[src/rtl/sdp_ram_be.sv]
// sdp_ram_be
//   Simple dual-port RAM: one write port with per-lane byte enables and one read port.
//   After reset every word is cleared to zero by an init sequence. Read-during-write
//   behaviour is selectable. The output register stage is optional. A one-cycle strobe
//   marks each read result.
//
// Ports
//   clk    rising-edge clock for all logic
//   rst    synchronous reset, active high
//   busy   high while in reset or while the init clear runs; port requests are ignored then
//   wen    write request; wbe selects lanes, waddr/wdat give address and data
//   ren    read request for raddr
//   q      read data; changes only when q_vld is high, otherwise holds
//   q_vld  one pulse per accepted read, 2 (OUT_REG=0) or 3 (OUT_REG=1) cycles after ren
//
// Request/strobe semantics: there is no back-pressure. A request is taken on every rising
// edge where busy is low. Each taken read produces exactly one q_vld pulse after a fixed
// latency. If reset arrives first, the read is discarded instead.

module sdp_ram_be #(
   parameter int DATA_WIDTH = 32,
   parameter int BYTE_WIDTH = 8,
   parameter int ADDR_WIDTH = 3,
   parameter int DEPTH      = 1 << ADDR_WIDTH,
   parameter int OUT_REG    = 1,
   parameter int RDW_MODE   = 0
) (
   input  logic                             clk,
   input  logic                             rst,
   output logic                             busy,
   input  logic                             wen,
   input  logic [DATA_WIDTH/BYTE_WIDTH-1:0] wbe,
   input  logic [ADDR_WIDTH-1:0]            waddr,
   input  logic [DATA_WIDTH-1:0]            wdat,
   input  logic                             ren,
   input  logic [ADDR_WIDTH-1:0]            raddr,
   output logic [DATA_WIDTH-1:0]            q,
   output logic                             q_vld
);

   localparam int NB = DATA_WIDTH / BYTE_WIDTH;
   localparam logic [ADDR_WIDTH-1:0] LAST_ADDR = ADDR_WIDTH'(DEPTH - 1);
   localparam logic [ADDR_WIDTH:0]   DEPTH_V   = (ADDR_WIDTH + 1)'(DEPTH);

   typedef enum logic {ST_INIT, ST_RUN} state_t;

   state_t                  state_q, state_d;
   logic [ADDR_WIDTH-1:0]   clr_cnt_q, clr_cnt_d;
   logic                    clr_we;

   logic [DATA_WIDTH-1:0]   mem [DEPTH];

   logic                    s0_wen, s0_ren;
   logic [NB-1:0]           s0_wbe;
   logic [ADDR_WIDTH-1:0]   s0_waddr, s0_raddr;
   logic [DATA_WIDTH-1:0]   s0_wdat;

   logic                    w_in_range, r_in_range;
   logic [DATA_WIDTH-1:0]   rd_word;
   logic [DATA_WIDTH-1:0]   rd_data;
   logic                    rd_vld;

   // ---------------- init / run control ----------------
   always_ff @(posedge clk) begin
      if (rst) begin
         state_q   <= ST_INIT;
         clr_cnt_q <= '0;
      end else begin
         state_q   <= state_d;
         clr_cnt_q <= clr_cnt_d;
      end
   end

   always_comb begin
      state_d   = state_q;
      clr_cnt_d = clr_cnt_q;
      clr_we    = 1'b0;
      case (state_q)
         ST_INIT: begin
            clr_we = 1'b1;
            if (clr_cnt_q == LAST_ADDR) begin
               state_d   = ST_RUN;
               clr_cnt_d = '0;
            end else begin
               clr_cnt_d = clr_cnt_q + 1'b1;
            end
         end
         default: ;
      endcase
   end

   assign busy = (state_q == ST_INIT);

   // ---------------- stage 0: request capture ----------------
   always_ff @(posedge clk) begin
      if (rst) begin
         s0_wen <= 1'b0;
         s0_ren <= 1'b0;
      end else begin
         s0_wen <= wen & ~busy;
         s0_ren <= ren & ~busy;
      end
   end

   always_ff @(posedge clk) begin
      s0_wbe   <= wbe;
      s0_waddr <= waddr;
      s0_wdat  <= wdat;
      s0_raddr <= raddr;
   end

   // Addresses at or above DEPTH do not map to storage.
   assign w_in_range = ({1'b0, s0_waddr} < DEPTH_V);
   assign r_in_range = ({1'b0, s0_raddr} < DEPTH_V);

   // ---------------- stage 1: array access ----------------
   // Gating on !rst keeps a write that was captured just before reset from landing.
   always_ff @(posedge clk) begin
      if (!rst) begin
         if (clr_we) begin
            mem[clr_cnt_q] <= '0;
         end else if (s0_wen && w_in_range) begin
            for (int i = 0; i < NB; i++) begin
               if (s0_wbe[i])
                  mem[s0_waddr][i*BYTE_WIDTH +: BYTE_WIDTH] <= s0_wdat[i*BYTE_WIDTH +: BYTE_WIDTH];
            end
         end
      end
   end

   // The array read sees pre-write contents. When RDW_MODE is set, enabled write lanes
   // to the same word are forwarded so the read returns the merged word.
   always_comb begin
      rd_word = '0;
      if (r_in_range) begin
         rd_word = mem[s0_raddr];
         if (RDW_MODE != 0 && s0_wen && w_in_range && s0_waddr == s0_raddr) begin
            for (int i = 0; i < NB; i++) begin
               if (s0_wbe[i])
                  rd_word[i*BYTE_WIDTH +: BYTE_WIDTH] = s0_wdat[i*BYTE_WIDTH +: BYTE_WIDTH];
            end
         end
      end
   end

   always_ff @(posedge clk) begin
      if (rst) begin
         rd_vld  <= 1'b0;
         rd_data <= '0;
      end else begin
         rd_vld <= s0_ren;
         if (s0_ren)
            rd_data <= rd_word;
      end
   end

   // ---------------- stage 2: optional output register ----------------
   generate
      if (OUT_REG != 0) begin : g_oreg
         always_ff @(posedge clk) begin
            if (rst) begin
               q     <= '0;
               q_vld <= 1'b0;
            end else begin
               q_vld <= rd_vld;
               if (rd_vld)
                  q <= rd_data;
            end
         end
      end else begin : g_noreg
         assign q     = rd_data;
         assign q_vld = rd_vld;
      end
   endgenerate

endmodule

[config.mk]
export PLATFORM = sky130hd
export DESIGN_NAME = sdp_ram_be
export DESIGN_NICKNAME = d
export VERILOG_FILES = /design/src/rtl/sdp_ram_be.sv
export SDC_FILE = /design/constraint.sdc
export NUM_CORES = 1
export LEC_CHECK = 0
export BUFFER_PORTS_ARGS = -buffer_cell sky130_fd_sc_hd__buf_4
export CAP_MARGIN = 20
export CORE_ASPECT_RATIO = 0.8
export CORE_MARGIN = 1.5
export CORE_UTILIZATION = 55
export CTS_BUF_LIST = sky130_fd_sc_hd__clkbuf_2
export CTS_CLUSTER_SIZE = 16
export DETAILED_ROUTE_END_ITERATION = 6
export PLACE_DENSITY = 0.77
export SLEW_MARGIN = 30
export SYNTH_ARGS = -nofsm -noshare
export SYNTH_HDL_FRONTEND = slang
export SYNTH_SLANG_ARGS = --single-unit
[constraint.sdc]
create_clock -name clk -period 5.8 [get_ports clk]
set_input_delay 0.58 -clock clk [delete_from_list [all_inputs] [get_ports clk]]
set_output_delay 0.58 -clock clk [all_outputs]
set_load 0.01 [all_outputs]
==> results.cfg <==
[placed_design]
input_output_buffers = 79
dpl.hpwl_um = 16690
gp_congestion = 0.7836

[setup_path]
critical_path.slowest_cell = sky130_fd_sc_hd__and3_4
max_stage_delay_ns = 0.60
worstPathCellList = nor2b_1 > and3_4 > mux2_4 > nor2_1
worstSetupEndpointType = register
critical_path.n_buffers_inverters = 0
critPathTopFamily = simple AND/OR/NAND/NOR gates
crit_type = register to register
worst-path-max-fanout = 40
timing.critical_path.from_type = register
cp_data_arrival_time_ns = 3.24
cp_data_required_time_ns = 6.24

[clocking]
tritoncts_num_sinks = 370
cts-root-to-sink-buffers = 3
cts.repair_timing.setup_buffer_count = 0
clk_pin_slew_worst_paths_ns = 0.10
cts_inserted_buffers = 85
tritoncts_clock_tree = done
cts_root_buf = sky130_fd_sc_hd__clkbuf_2
h_tree_levels = 3
worst_skew_pair.late_latency_ns = 0.85

[timing]
maxSlewHeadroom_pct = 34.66
final.setup.tns_ns = 0
rsz0062_at_grt = no
max_freq_mhz = 357.0
whs_ns = 0.3653
fin_crit_sh_pct = 48.29
pin_slew_with_the_least_headroom_to_its_limit_ns = 0.9802
final_slew_viol_count = 0
final.setup_skew_ns = 0.05483
setup_viol = 0
timing_hold_violations_final = 0
post-route-min-period_ns = 2.801

[grt]
grt_antenna_before_repair = 0
grt_pass1_wl_um = 42710
layer_carrying_the_most_global_route_usage = met2
first_global_vias = 7921
grt_util_met1_pct = 28.90
grtUsageTotal_pct = 21.57
grt_util_met3_pct = 4.543
globalRouteMet2Util_pct = 35.39
grt_overflow_total = 0
grt_start_max_net_pins = 76

[final_layout]
seqCellArea_um2 = 9978
flow.area_growth_from_synthesis_pct = 14.54
layout-drive-gt1-share_pct = 27.88
fillCellCount = 1774
antenna_cells_inserted = 0
fin_util_pct = 64.60
num-nets-final = 1078
multi_input_area_um2 = 3578

[logic_synthesis]
synthAdderAreaFrac_pct = 0.1806
synth_xor_xnor_area_share_pct = 0
synthesis.instances = 868
synth.area.top_cells = sky130_fd_sc_hd__edfxtp_1, sky130_fd_sc_hd__dfxtp_1, sky130_fd_sc_hd__mux2i_1
yosys_register_bits = 370
syn_nets = 916
synth-warning-count = 0
synth.yosys.seq_area_share_pct = 71.95
synthesis.area_per_instance_um2 = 15.96
synthesized_area_fraction_occupied_by_and_or_nand_nor_cells_pct = 5.599
netlist_area_um2 = 13860
yosysTopAreaCell = sky130_fd_sc_hd__edfxtp_1
yosys-mux-area-fraction_pct = 12.99
post-synth-top-area-fraction_pct = 55.48
dominant_combinational_cell_family_by_area_after_synthesis = multiplexers
synth_compound_gate_area_share_pct = 7.025
synth.lib_cells_used.distinct = 35

[power]
vdd_ir_drop_max_v = 0.0001719
power_per_cell_area_nw_per_um2 = 302.2
cellLeakagePower_nw = 5.574

[run_status]
outcome = completed

[die]
boundaryPins = 80
num_rows = 51
core_area_um2 = 24570
die_h_um = 145.0
initial_utilization_pct = 56.40
die_w_um = 180.5
die_area_um2 = 26160

[worst_hold_path]
hold_path.class = primary input to register

[routing]
avgViaCountPerCell = 5.458
detail_route.first_pass.iterations = 5
drtIter0Drc = 629
ant_nets = 0
detail_route.drc_violations = 0
routed_wire_length_per_instance_um = 19.49
wl_um = 27660
vias = 7745

[run]
drv_cap = 0
[layer usage]
layer  vias to the layer above  part of all wire (%)  routed length, um
met4                         0                   1.5                408
met1                      3777                    43              11940
met5                         -                     0                  0
li1                       3670                     -                  -
met2                       258                    49              13530
met3                        40                   6.4               1779
[final timing paths]
path	cells past startpoint	endpoint	from	slack (ns)
max	4	mem[6][3]	state_q	3.00
min	2	clr_cnt_q[0]	rst	0.37
max reg2reg	4	mem[6][3]	state_q	3.00
min reg2reg	2	q[4]	q[4]	0.50
[state kept, by name (all words and copies together), names as in the netlist]
| register | count |
|---|---|
| rd_data | 32 |
| s0_raddr | 3 |
| mem | 256 |
| s0_ren | 1 |
| rd_vld | 1 |
| q_vld | 1 |
| clr_cnt_q | 3 |
| s0_wbe | 4 |
| state_q | 1 |
| q | 32 |
| s0_waddr | 3 |
| s0_wdat | 32 |
| s0_wen | 1 |
[area by class of cell]
type | instances | area share, %
Sequential cell | 370 | 62.87
Multi-Input combinational cell | 441 | 22.55
Timing Repair Buffer | 131 | 7.017
Clock buffer | 140 | 4.415
Tap cell | 318 | 2.507
Clock inverter | 18 | 0.6149
Inverter | 1 | 0.02365
[report_power, final]
group | leakage (nW) | internal, mW | switching (mW)
sequential | 3.11 | 2.87 | 0.0341
combinational | 1.84 | 0.115 | 0.140
clock | 0.624 | 0.672 | 0.960
[layout by cell type, fill, tap and decap left out, drive strengths merged, types with 6 or more instances in the layout]
master and n:
edfxtp 256, clkbuf 140, dfxtp 114, nor2 105, mux2i 104, buf 87
mux2 65, dlygate4sd3 44, and2 34, o22ai 32, a221o 32, a211oi 32
clkinv 15, nand2 8, nor3b 6
[repair_timing]
action	CTS	global route
resized for setup	0	0
hold buffers	44	0
endpoints found under the hold margin	44	0
[stage by stage]
stage / setup slack [ns] / cells / instance area, um^2 / power (mW)
after floorplan: 3.711 / 868 / 13860 / 3.118
after global placement: 2.568 / 1216 / 14600 / 3.190
after detailed placement: 2.479 / 1217 / 14630 / 3.198
after CTS: 2.975 / 1419 / 15870 / 4.835
after global routing: 2.776 / 1419 / 15870 / 4.991
final: 2.999 / 1419 / 15870 / 4.796
[Yosys cell counts (all sizes together)]
master	instances
a221o	32
and3	1
nand3b	2
ha	2
mux2i	104
clkbuf	34
dfxtp	114
inv	1
a21o	4
mux2	65
nand2	8
nand3	1
or4	1
edfxtp	256
nor3	3
nor2	105
buf	22
a211oi	32
a41oi	1
o22ai	32
nor2b	4
a21oi	1
a31oi	1
nor3b	6
and2	34
nand2b	1
and3b	1
[logic make-up (layout without fill, tap and decap cells)]
group	after synthesis	after routing
adder cells (fa/ha/maj)	2	2
multiplexers	169	169
flip-flops	370	370
AO/OA/AOI/OAI	103	103
AND/OR/NAND/NOR	167	167
buffers and inverters	57	290
(Power assumes the default switching activity.)
